File: src/rtl/mem_io_pkg.sv
// Shared types for the external async-memory sequencer: one-hot state
// encoding (also consumed by hexDisplay) and the state-to-strobe decode.
package mem_io_pkg;

  localparam int DATA_W = 16;

  typedef enum logic [11:0] {
    IDLE       = 12'h001,
    READ_ST0   = 12'h002,
    READ_ST1   = 12'h004,
    READ_ST2   = 12'h008,
    READ_WAIT  = 12'h010,
    READ_DONE  = 12'h020,
    WRITE_ST0  = 12'h040,
    WRITE_ST1  = 12'h080,
    WRITE_ST2  = 12'h100,
    WRITE_ST3  = 12'h200,
    WRITE_ST4  = 12'h400,
    WRITE_WAIT = 12'h800
  } io_statetype;

  typedef struct packed {
    logic ce_n;
    logic oe_n;
    logic we_n;
    logic dq_oe;
    logic busy;
  } io_strobe_t;

  localparam io_strobe_t STROBE_IDLE = '{ce_n: 1'b1, oe_n: 1'b1, we_n: 1'b1,
                                         dq_oe: 1'b0, busy: 1'b0};

  // Strobes depend only on the state they are registered alongside.
  function automatic io_strobe_t io_strobes(input io_statetype s);
    io_strobe_t st;
    st      = STROBE_IDLE;
    st.busy = (s != IDLE);
    case (s)
      READ_ST0:  st.ce_n = 1'b0;
      READ_ST1, READ_ST2, READ_WAIT: begin
        st.ce_n = 1'b0;
        st.oe_n = 1'b0;
      end
      WRITE_ST0: st.ce_n = 1'b0;
      WRITE_ST1, WRITE_ST4: begin
        st.ce_n  = 1'b0;
        st.dq_oe = 1'b1;
      end
      WRITE_ST2, WRITE_ST3: begin
        st.ce_n  = 1'b0;
        st.dq_oe = 1'b1;
        st.we_n  = 1'b0;
      end
      default: ;
    endcase
    return st;
  endfunction

endpackage

File: src/rtl/mem_io_wait_timer.sv
// Wait-state abort counter; counts cycles spent in a wait state and flags
// the last permitted one. Built only when MEM_IO_TIMEOUT_EN is defined.
module mem_io_wait_timer #(
  parameter int TIMEOUT_CYC = 255
) (
  input  logic clk,
  input  logic rst_n,
  input  logic run_i,
  output logic expired_o
);

  logic [7:0] cnt_q, cnt_d;

  // Wait states are never adjacent, so dropping run_i restarts the count.
  always_comb cnt_d = run_i ? cnt_q + 8'd1 : 8'd0;

  always_ff @(posedge clk or negedge rst_n) begin
    if (!rst_n) cnt_q <= 8'd0;
    else        cnt_q <= cnt_d;
  end

  assign expired_o = run_i && (cnt_q == 8'(TIMEOUT_CYC - 1));

endmodule

File: src/rtl/mem_io_ctrl.sv
// Single-request sequencer for the 16-bit async external memory.
// Optional wait-state timeout is enabled with `define MEM_IO_TIMEOUT_EN.
module mem_io_ctrl
  import mem_io_pkg::*;
#(
  parameter int ADDR_W      = 16,
  parameter int TIMEOUT_CYC = 255
) (
  input  logic              clk,
  input  logic              rst_n,
  input  logic              rd_req,
  input  logic              wr_req,
  input  logic [ADDR_W-1:0] addr,
  input  logic [DATA_W-1:0] wdata,
  input  logic              rd_ack,
  input  logic              mem_rdy,
  input  logic [DATA_W-1:0] mem_dq_in,
  output logic [ADDR_W-1:0] mem_addr,
  output logic [DATA_W-1:0] mem_dq_out,
  output logic              mem_dq_oe,
  output logic              mem_ce_n,
  output logic              mem_oe_n,
  output logic              mem_we_n,
  output logic [DATA_W-1:0] rdata,
  output logic              busy,
  output io_statetype       state,
  output logic              err
);

  io_statetype       state_q, state_d;
  io_strobe_t        strb_q, strb_d;
  logic [ADDR_W-1:0] addr_q, addr_d;
  logic [DATA_W-1:0] wdata_q, wdata_d;
  logic [DATA_W-1:0] rdata_q, rdata_d;
  logic              err_q, err_d;
  logic              timeout;

`ifdef MEM_IO_TIMEOUT_EN
  logic in_wait;
  assign in_wait = (state_q == READ_WAIT) || (state_q == WRITE_WAIT);

  mem_io_wait_timer #(
    .TIMEOUT_CYC(TIMEOUT_CYC)
  ) u_wait_timer (
    .clk      (clk),
    .rst_n    (rst_n),
    .run_i    (in_wait),
    .expired_o(timeout)
  );
`else
  logic [31:0] unused_timeout_cfg;
  assign unused_timeout_cfg = 32'(TIMEOUT_CYC);
  assign timeout            = 1'b0;
`endif

  always_comb begin
    state_d = state_q;
    addr_d  = addr_q;
    wdata_d = wdata_q;
    rdata_d = rdata_q;
    err_d   = err_q;
    case (state_q)
      IDLE: begin
        if (rd_req) begin
          state_d = READ_ST0;
          addr_d  = addr;
          err_d   = 1'b0;
        end else if (wr_req) begin
          state_d = WRITE_ST0;
          addr_d  = addr;
          wdata_d = wdata;
          err_d   = 1'b0;
        end
      end
      READ_ST0:  state_d = READ_ST1;
      READ_ST1:  state_d = READ_ST2;
      READ_ST2:  state_d = READ_WAIT;
      // mem_rdy wins over an expiring timer on the terminal cycle.
      READ_WAIT: begin
        if (mem_rdy) begin
          rdata_d = mem_dq_in;
          state_d = READ_DONE;
        end else if (timeout) begin
          err_d   = 1'b1;
          state_d = IDLE;
        end
      end
      READ_DONE: if (rd_ack) state_d = IDLE;
      WRITE_ST0: state_d = WRITE_ST1;
      WRITE_ST1: state_d = WRITE_ST2;
      WRITE_ST2: state_d = WRITE_ST3;
      WRITE_ST3: state_d = WRITE_ST4;
      WRITE_ST4: state_d = WRITE_WAIT;
      WRITE_WAIT: begin
        if (mem_rdy) begin
          state_d = IDLE;
        end else if (timeout) begin
          err_d   = 1'b1;
          state_d = IDLE;
        end
      end
      default: state_d = IDLE;
    endcase
  end

  // Strobes are decoded from the next state so the registered copies
  // always match the registered state without a combinational output path.
  assign strb_d = io_strobes(state_d);

  always_ff @(posedge clk or negedge rst_n) begin
    if (!rst_n) begin
      state_q <= IDLE;
      strb_q  <= STROBE_IDLE;
      addr_q  <= '0;
      wdata_q <= '0;
      rdata_q <= '0;
      err_q   <= 1'b0;
    end else begin
      state_q <= state_d;
      strb_q  <= strb_d;
      addr_q  <= addr_d;
      wdata_q <= wdata_d;
      rdata_q <= rdata_d;
      err_q   <= err_d;
    end
  end

  assign state      = state_q;
  assign mem_addr   = addr_q;
  assign mem_dq_out = wdata_q;
  assign mem_dq_oe  = strb_q.dq_oe;
  assign mem_ce_n   = strb_q.ce_n;
  assign mem_oe_n   = strb_q.oe_n;
  assign mem_we_n   = strb_q.we_n;
  assign busy       = strb_q.busy;
  assign rdata      = rdata_q;
  assign err        = err_q;

endmodule
File: config.mk
export PLATFORM = sky130hd
export DESIGN_NAME = mem_io_ctrl
export DESIGN_NICKNAME = d
export VERILOG_FILES = /design/src/rtl/mem_io_pkg.sv /design/src/rtl/mem_io_wait_timer.sv /design/src/rtl/mem_io_ctrl.sv
export SDC_FILE = /design/constraint.sdc
export NUM_CORES = 1
export LEC_CHECK = 0
export ABC_AREA = 1
export BUFFER_PORTS_ARGS = -buffer_cell sky130_fd_sc_hd__buf_2
export CORE_UTILIZATION = 35
export DETAILED_ROUTE_END_ITERATION = 8
export PLACE_DENSITY = 0.73
export SETUP_SLACK_MARGIN = 0.02
export SYNTH_ARGS = -nofsm -noshare
export SYNTH_HDL_FRONTEND = slang
export SYNTH_SLANG_ARGS = --single-unit
export TNS_END_PERCENT = 5
File: constraint.sdc
create_clock -name clk -period 2.41 [get_ports clk]
set_input_delay 0.3615 -clock clk [delete_from_list [all_inputs] [get_ports clk]]
set_output_delay 0.3615 -clock clk [all_outputs]
set_load 0.01 [all_outputs]
==> results.md, run 1 <==
- Pwr/cell area: 1180 nW/µm²
- Critical path origin: state[8]
- CTS Hold Bufs: 0
- Total gr overflow: 0
- Largest net degree at the start of global routing: 32
- Mapped Area: 2830 µm²
- Final Hold Violating Endpoints: 0
- Worst-skew pair later-pin latency: 0.33 ns
- Reg area: 1630 µm²
- Synth Instances: 258
- CTS Sinks: 65
- Post-CTS Setup Inserts: 0
- Unrepaired setup endpoints after global routing: no
- Area Overhead vs Synth: 32.6%
- CTS root buf: clkbuf_8
- Critical Path AT: 2.06 ns
- Via count of the routed design: 2191
- Number of flops mapped to enable cells by yosys: 0
- TritonCTS clock tree: built
- Clock Tree Buf Depth: 2
- Inst Count DP: 475
- Worst Reg-to-Reg Cells: 6
- Clock-pin slew on the worst setup and hold paths: 0.08 ns
- Final hold slack: 0.0680 ns
- Tmin final: 1.83 ns
- Slew at the pin with the worst max-slew slack: 0.707 ns
- Row cnt: 32
- Synth Register Bits: 65
- First-pass GRT wire length: 9960 µm
- Max_slew headroom: 52.9%
- Syn_nets: 312
- Fmax: 545 MHz
- CTS Buf Count: 9
- Num ports: 120
- Post-DR vias/cell: 4.46
- Number of global-route vias before repair: 2204
- Antenna Cells: 0
- Fillers: 750
- Antenna violations before repair: 0
- Core area: 7770 µm²
- Hold WC Path Type: primary input to asynchronous set/reset pin
- Prevailing post-synth register cell: dfrtp_1
- Outcome: finished, final reports clean
- Yosys warns: 0
- Worst Path Required: 2.63 ns
- Max-Cap Viols: 0
- Share of cells above drive strength 1: 47.8%
- RR Endpoint: mem_dq_out[3]
- Leakage Power: 2.17 nW
- GRT Total Usage: 15.2%
- Setup Skew: 0.00728 ns
- Vert. Die Dim: 92.0 µm
- H-tree depth: 3
- Area occupied by multi-input gates: 1060 µm²
- Critical path class: flop to flop
- Crit. End Element: flop
- Worst R2R Start: state[8]
- DRC viols: 0
- Average routed wire per standard cell: 12.3 µm
- Resized cells post-CTS: 0
- Setup WS pre-CTS: 0.552 ns
- Final Routed Wirelength: 6030 µm
- Post-Syn Area per Cell: 11.0 µm²
- Synth unique cells: 23
- Fraction of registers with async set or reset after synthesis: 100%
- Die footprint: 8460 µm²
- RD Place Congestion: 0.810
- Input/output buffers: 118
- Worst Path Max Fanout: 16
- Post-DP HPWL: 4490 µm
- Endpoints failing setup: 0
- Final ANT Viol Nets: 0
- Critical Path End: mem_dq_out[3]
- Non-Filler Instances: 491
- Sequential fraction of the synthesis area: 57.6%
- Max Slew Vio Count: 0
- Setup TNS Final: 0 ns
- Post-route setup slack: 0.576 ns
- Nets: 438
- VDD IR max: 0.478 mV
- DRC marker count from the first detailed-route iteration: 117
- Startpoint Class: flop
- Tcrit/Tclk final: 76.1%
- R2R Setup Slk: 0.58 ns
- Final core occ: 48.4%
- Initial Utilization: 36.5%
- DR pass1 iterations: 4
- Die W: 92.0 µm
==> worst max-delay path: stages (launching register included) <==
cell and delay (ns):
dfrtp_1 0.43, nor2_2 0.18, nand2_4 0.13, nor3_1 0.24
nand3_1 0.47, nand2_1 0.20, nand2_1 0.07
==> per-layer routing <==
metal	wire (µm)	global-route usage, %
met4	73	6.51
met3	364	4.31
met5	0	0
met2	2980	25.3
met1	2600	18.4
==> registers in the layout, summed over array words and instances, names as in the netlist <==
| name | cells |
|---|---|
| mem_dq_oe | 1 |
| rdata | 16 |
| busy | 1 |
| mem_ce_n | 1 |
| mem_we_n | 1 |
| state | 12 |
| mem_addr | 16 |
| mem_dq_out | 16 |
| mem_oe_n | 1 |
==> worst min path at each step <==
stage,from,end,slack [ns],cells after the start
2_1_floorplan,rst_n,busy,0.07,0
3_3_place_gp,rst_n,state[10],0.45,1
3_5_place_dp,rst_n,state[10],0.46,1
4_1_cts,rst_n,state[8],0.08,1
5_1_grt,rst_n,mem_dq_out[2],0.12,1
6_report,rst_n,state[8],0.07,1
==> synth_stat cells (2+ instances only) <==
cell	n	area share, %
dfrtp_1	61	54
o21ai_0	5	0.88
nor2_1	16	2.1
mux2_4	18	9.5
nand3_4	2	1.2
inv_1	24	3.2
dfstp_2	4	3.7
nand3_1	5	0.88
buf_6	3	1.2
nor2_8	2	1.4
nor3_1	7	1.2
nand2_4	2	0.79
nand2_1	79	10
nand3b_1	2	0.53
buf_4	2	0.53
mux2_2	14	5.6
nand2_2	2	0.44
nor2_2	5	1.1
==> stage by stage <==
| stage | area, µm² | total power (W) |
|---|---|---|
| 3_3_place_gp | 3530 | 0.00340 |
| 2_1_floorplan | 2830 | 0.00285 |
| 6_report | 3760 | 0.00445 |
| 5_1_grt | 3760 | 0.00475 |
| 4_1_cts | 3760 | 0.00451 |
| 3_5_place_dp | 3530 | 0.00344 |
==> placed cells by master (no fill, tap or decap) <==
cell type,instances
a21oi_1,1
and2_1,1
buf_12,1
buf_2,118
buf_4,1
bufinv_16,2
clkbuf_8,9
clkinv_4,2
clkinvlp_4,2
conb_1,1
dfrtp_1,61
dfstp_2,4
inv_1,24
inv_8,1
mux2_2,14
mux2_4,18
nand2_1,79
nand2_2,2
nand2_4,2
nand3_1,5
nand3_4,2
nand3b_1,2
nand4_1,1
nor2_1,16
nor2_2,5
nor2_8,2
nor3_1,7
nor3_4,1
o21ai_0,5
==> layout make-up <==
| type | count | area share, % |
|---|---|---|
| inverter | 24 | 2.40 |
| clock buffer | 9 | 3.30 |
| tap | 102 | 3.40 |
| timing repair buffer | 120 | 16.4 |
| sequential | 65 | 43.4 |
| multi-input combinational | 164 | 28.3 |
| clock inverter | 7 | 2.76 |
==> where the power goes <==
group          total (W)  internal, W  switching, W
combinational    0.00170     0.000814      0.000888
sequential       0.00171      0.00149      0.000212
clock            0.00104     0.000592      0.000445
total            0.00445      0.00290       0.00155
==> cell families after synthesis <==
kind of cell | after synthesis | share of synthesized area (%)
compound gates | 6 | 1.06
buf+inv | 29 | 4.90
flops | 65 | 57.6
other cells | 1 | 0.132
mux | 32 | 15.1
simple gates | 125 | 21.2
No activity file was read; power rests on OpenSTA's default activity.
==> run 2: changes to the inputs <==
--- a/config.mk
+++ b/config.mk
@@ -5,11 +5,11 @@
 export SDC_FILE = /design/constraint.sdc
 export NUM_CORES = 1
 export LEC_CHECK = 0
-export ABC_AREA = 1
+export ABC_AREA = 0
 export BUFFER_PORTS_ARGS = -buffer_cell sky130_fd_sc_hd__buf_2
 export CORE_UTILIZATION = 35
 export DETAILED_ROUTE_END_ITERATION = 8
-export PLACE_DENSITY = 0.73
+export PLACE_DENSITY = 0.75
 export SETUP_SLACK_MARGIN = 0.02
 export SYNTH_ARGS = -nofsm -noshare
 export SYNTH_HDL_FRONTEND = slang
==> constraint.sdc (replaced) <==
create_clock -name clk -period 1.6 [get_ports clk]
set_input_delay 0.24 -clock clk [delete_from_list [all_inputs] [get_ports clk]]
set_output_delay 0.24 -clock clk [all_outputs]
set_load 0.01 [all_outputs]
==> results.md, run 2 <==
- Final hold slack: 0.116 ns (+0.0478 ns)
- Post-Syn Area per Cell: 14.3 µm² (+30%)
- Core area: 7730 µm² (-0.52%)
- Area Overhead vs Synth: 45.0%
- Combinational family with the most area after synthesis: multiplexers
- Slew at the pin with the worst max-slew slack: 0.519 ns (-0.187 ns)
- Synth Area in Simple Gates: 11.1% (-10 points)
- Worst Path Required: 1.87 ns (-0.76 ns)
- Hold WC Path Type: primary input to flop
- Compound-Gate Fraction of Synth Area: 5.25% (+4.2 points)
- Max incr delay on CP: 0.58 ns (+0.11 ns)
- Mapped Area: 2790 µm² (-1.6%)
- Synth unique cells: 49 (+110%)
- Input/output buffers: 118 (unchanged)
- Die W: 91.2 µm (-0.80%)
- Synth Instances: 195 (-24%)
- Failing checks: setup timing
- Clock-pin slew on the worst setup and hold paths: 0.07 ns (about the same)
- Post-Synth Adder-Cell Area: 0% (unchanged)
- DRC viols: 0 (unchanged)
- Total gr overflow: 0 (unchanged)
- Clock Tree Buf Depth: 2 (unchanged)
- CTS Buf Count: 9 (unchanged)
- Die footprint: 8330 µm² (-1.6%)
- Fmax: 482 MHz (-12%)
- Post-route setup slack: -0.473 ns (-1.05 ns)
- Tmin final: 2.07 ns (+0.239 ns)
- Reg area: 1630 µm² (+0.15%)
- Vert. Die Dim: 91.2 µm (-0.80%)
- Commonest cells in the netlist: dfrtp_1 (61), mux2_2 (36), mux2_4 (9), nand2b_1 (6)
- DRC marker count from the first detailed-route iteration: 39 (-67%)
- Via count of the routed design: 2128 (-2.9%)
- Average routed wire per standard cell: 14.1 µm (+15%)
- Nets: 403 (-8.0%)
- RD Place Congestion: 0.873 (+7.8%)
- Max-Cap Viols: 0 (unchanged)
- Most frequent cells in the layout: buf_2 (118), dfrtp_1 (59), mux2_2 (36)
- Endpoints failing setup: 63 (+63)
- H-tree depth: 3 (unchanged)
- Leakage Power: 2.10 nW (-3.2%)
- Post-DP HPWL: 4700 µm (+4.7%)
- Num ports: 120 (unchanged)
- First-pass GRT wire length: 10700 µm (+7.5%)
- Final Hold Violating Endpoints: 0 (unchanged)
- Largest net degree at the start of global routing: 24 (-25%)
- CTS Sinks: 65 (unchanged)
- Share of cells above drive strength 1: 66.7% (+19 points)
- GRT Total Usage: 16.7% (+1.4 points)
- Setup Skew: 0.00644 ns (-0.000839 ns)
- Worst Path Max Fanout: 3 (-13)
- Number of flops mapped to enable cells by yosys: 0 (unchanged)
- Final ANT Viol Nets: 0 (unchanged)
- R2R Setup Slk: -0.47 ns (-1.05 ns)
- Number of global-route vias before repair: 2262 (+2.6%)
- Initial Utilization: 36.1% (-0.41 points)
- Antenna violations before repair: 0 (unchanged)
- Non-Filler Instances: 456 (-7.1%)
- Max_slew headroom: 65.0% (+12 points)
- Startpoint Class: flop
- DR pass1 iterations: 4 (unchanged)
- Inst Count DP: 437 (-8.0%)
- Top-area cell type share of the netlist area: 54.8% (+0.89 points)
- Critical-path top delay cell: or4_1
- Largest cells by area after synthesis: dfrtp_1 (55%), mux2_2 (15%), mux2_4 (4.8%)
- Pwr/cell area: 1850 nW/µm² (+57%)
- Fillers: 671 (-11%)
- Tcrit/Tclk final: 130% (+53 points)
- CP Cell Sequence: or4_1, or3_4, o32ai_1, o311a_1
- Unrepaired setup endpoints after global routing: yes
- Yosys warns: 0 (unchanged)
- Top-count cell post-synth: dfrtp_1
- Sequential fraction of the synthesis area: 58.5% (+0.96 points)
- Synth Register Bits: 65 (unchanged)
- Outcome: complete, but fails checks
- Worst-skew pair later-pin latency: 0.34 ns (about the same)
- Placement-stage cell area: 3730 µm² (+5.7%)
- CTS root buf: clkbuf_8
- Critical path class: flop to flop
- Most common cell after layout, fill and taps aside: buf_2
- Post-DR vias/cell: 4.67 (+4.6%)
- Max Slew Vio Count: 0 (unchanged)
- Fraction of registers with async set or reset after synthesis: 100% (unchanged)
- Row cnt: 32 (unchanged)
- Post-synth top area cell: dfrtp_1
- VDD IR max: 0.862 mV (+80%)
- TritonCTS clock tree: built
- Prevailing post-synth register cell: dfrtp_1
- Proportion of synthesized area in mux cells: 20.6% (+5.5 points)
- Setup WS pre-CTS: -0.618 ns (-1.17 ns)
- Antenna Cells: 0 (unchanged)
- Area occupied by multi-input gates: 1150 µm² (+7.8%)
- Critical Path AT: 2.35 ns (+0.29 ns)
- Final Cell Area: 4040 µm² (+7.5%)
- Crit. End Element: flop
- Post-Synth XOR/XNOR Area: 0.943% (+0.94 points)
- Syn_nets: 249 (-20%)
- Final Routed Wirelength: 6420 µm (+6.6%)
[run 2: changes by cell type after synthesis, moves of 5 or more]
cell / previous run / this run
nor2_1: 16 / 5
mux2_2: 14 / 36
nand2_1: 79 / 4
nand3_1: 5 / 0
mux2_4: 18 / 9
inv_1: 24 / 5
nand2b_1: 0 / 6
nor2_2: 5 / 0
[run 2: final timing paths]
kind                         startpoint      endpoint  cells past startpoint
setup reg to reg               state[2]          busy                      4
max in group asynchronous         rst_n      mem_we_n                      3
hold / removal                 addr[13]  mem_addr[13]                      2
hold reg to reg            mem_addr[14]  mem_addr[14]                      1
min in group asynchronous         rst_n  mem_addr[14]                      2
setup / recovery               state[2]          busy                      4
[run 2: metrics by stage]
| step | utilization, % | TNS [ns] | total power [W] |
|---|---|---|---|
| 4_1_cts | 51.8 | -21.87 | 0.00748 |
| 3_5_place_dp | 48.3 | -23.81 | 0.00592 |
| 5_1_grt | 52.3 | -26.92 | 0.00793 |
| 3_3_place_gp | 48.3 | -20.93 | 0.00579 |
| 6_report | 52.3 | -21.96 | 0.00749 |
| 2_1_floorplan | - | -23.63 | 0.00456 |
[run 2: power breakdown]
group | leakage [nW] | internal, W | total [W] | switching (W)
logic | 1.19 | 0.00192 | 0.00348 | 0.00156
registers | 0.815 | 0.00231 | 0.00261 | 0.000303
clock network | 0.0953 | 0.000757 | 0.00140 | 0.000641
[run 2: worst max-delay path: cells and delay by family, from the launching register on]
kind	cells	cell delay (ns)
AO/OA/AOI/OAI	2	0.66
AND/OR/NAND/NOR	2	0.96
flip-flops	1	0.40
[run 2: area by class of cell]
type,instances,share of cell area (%)
inverters,5,0.464
clock buffers,11,3.50
multi-input cells,115,28.4
well taps,102,3.16
clock inverters,5,1.36
repair buffers,153,22.7
flip-flops and latches,65,40.4
[run 2: routing by layer]
layer  wire [µm]  track usage (%)  up-vias
met3         253             2.68       14
li1            -                -     1004
met1        2640             19.7     1048
met5           0                0        -
met4         157             9.52        0
met2        3370             28.6       62
[run 2: cell families after synthesis]
logic type / after synthesis
compound gates: 20
xor+xnor: 3
buf+inv: 15
flops: 65
mux: 48
other cells: 1
simple gates: 43
[run 2: what timing repair did]
item / CTS / global route
pin swaps: 1 / 1
resized for setup: 12 / 3
hold endpoints to repair: 19 / 0
hold buffers: 1 / 0
setup endpoints to repair: 64 / 64
buffers inserted: 0 / 2
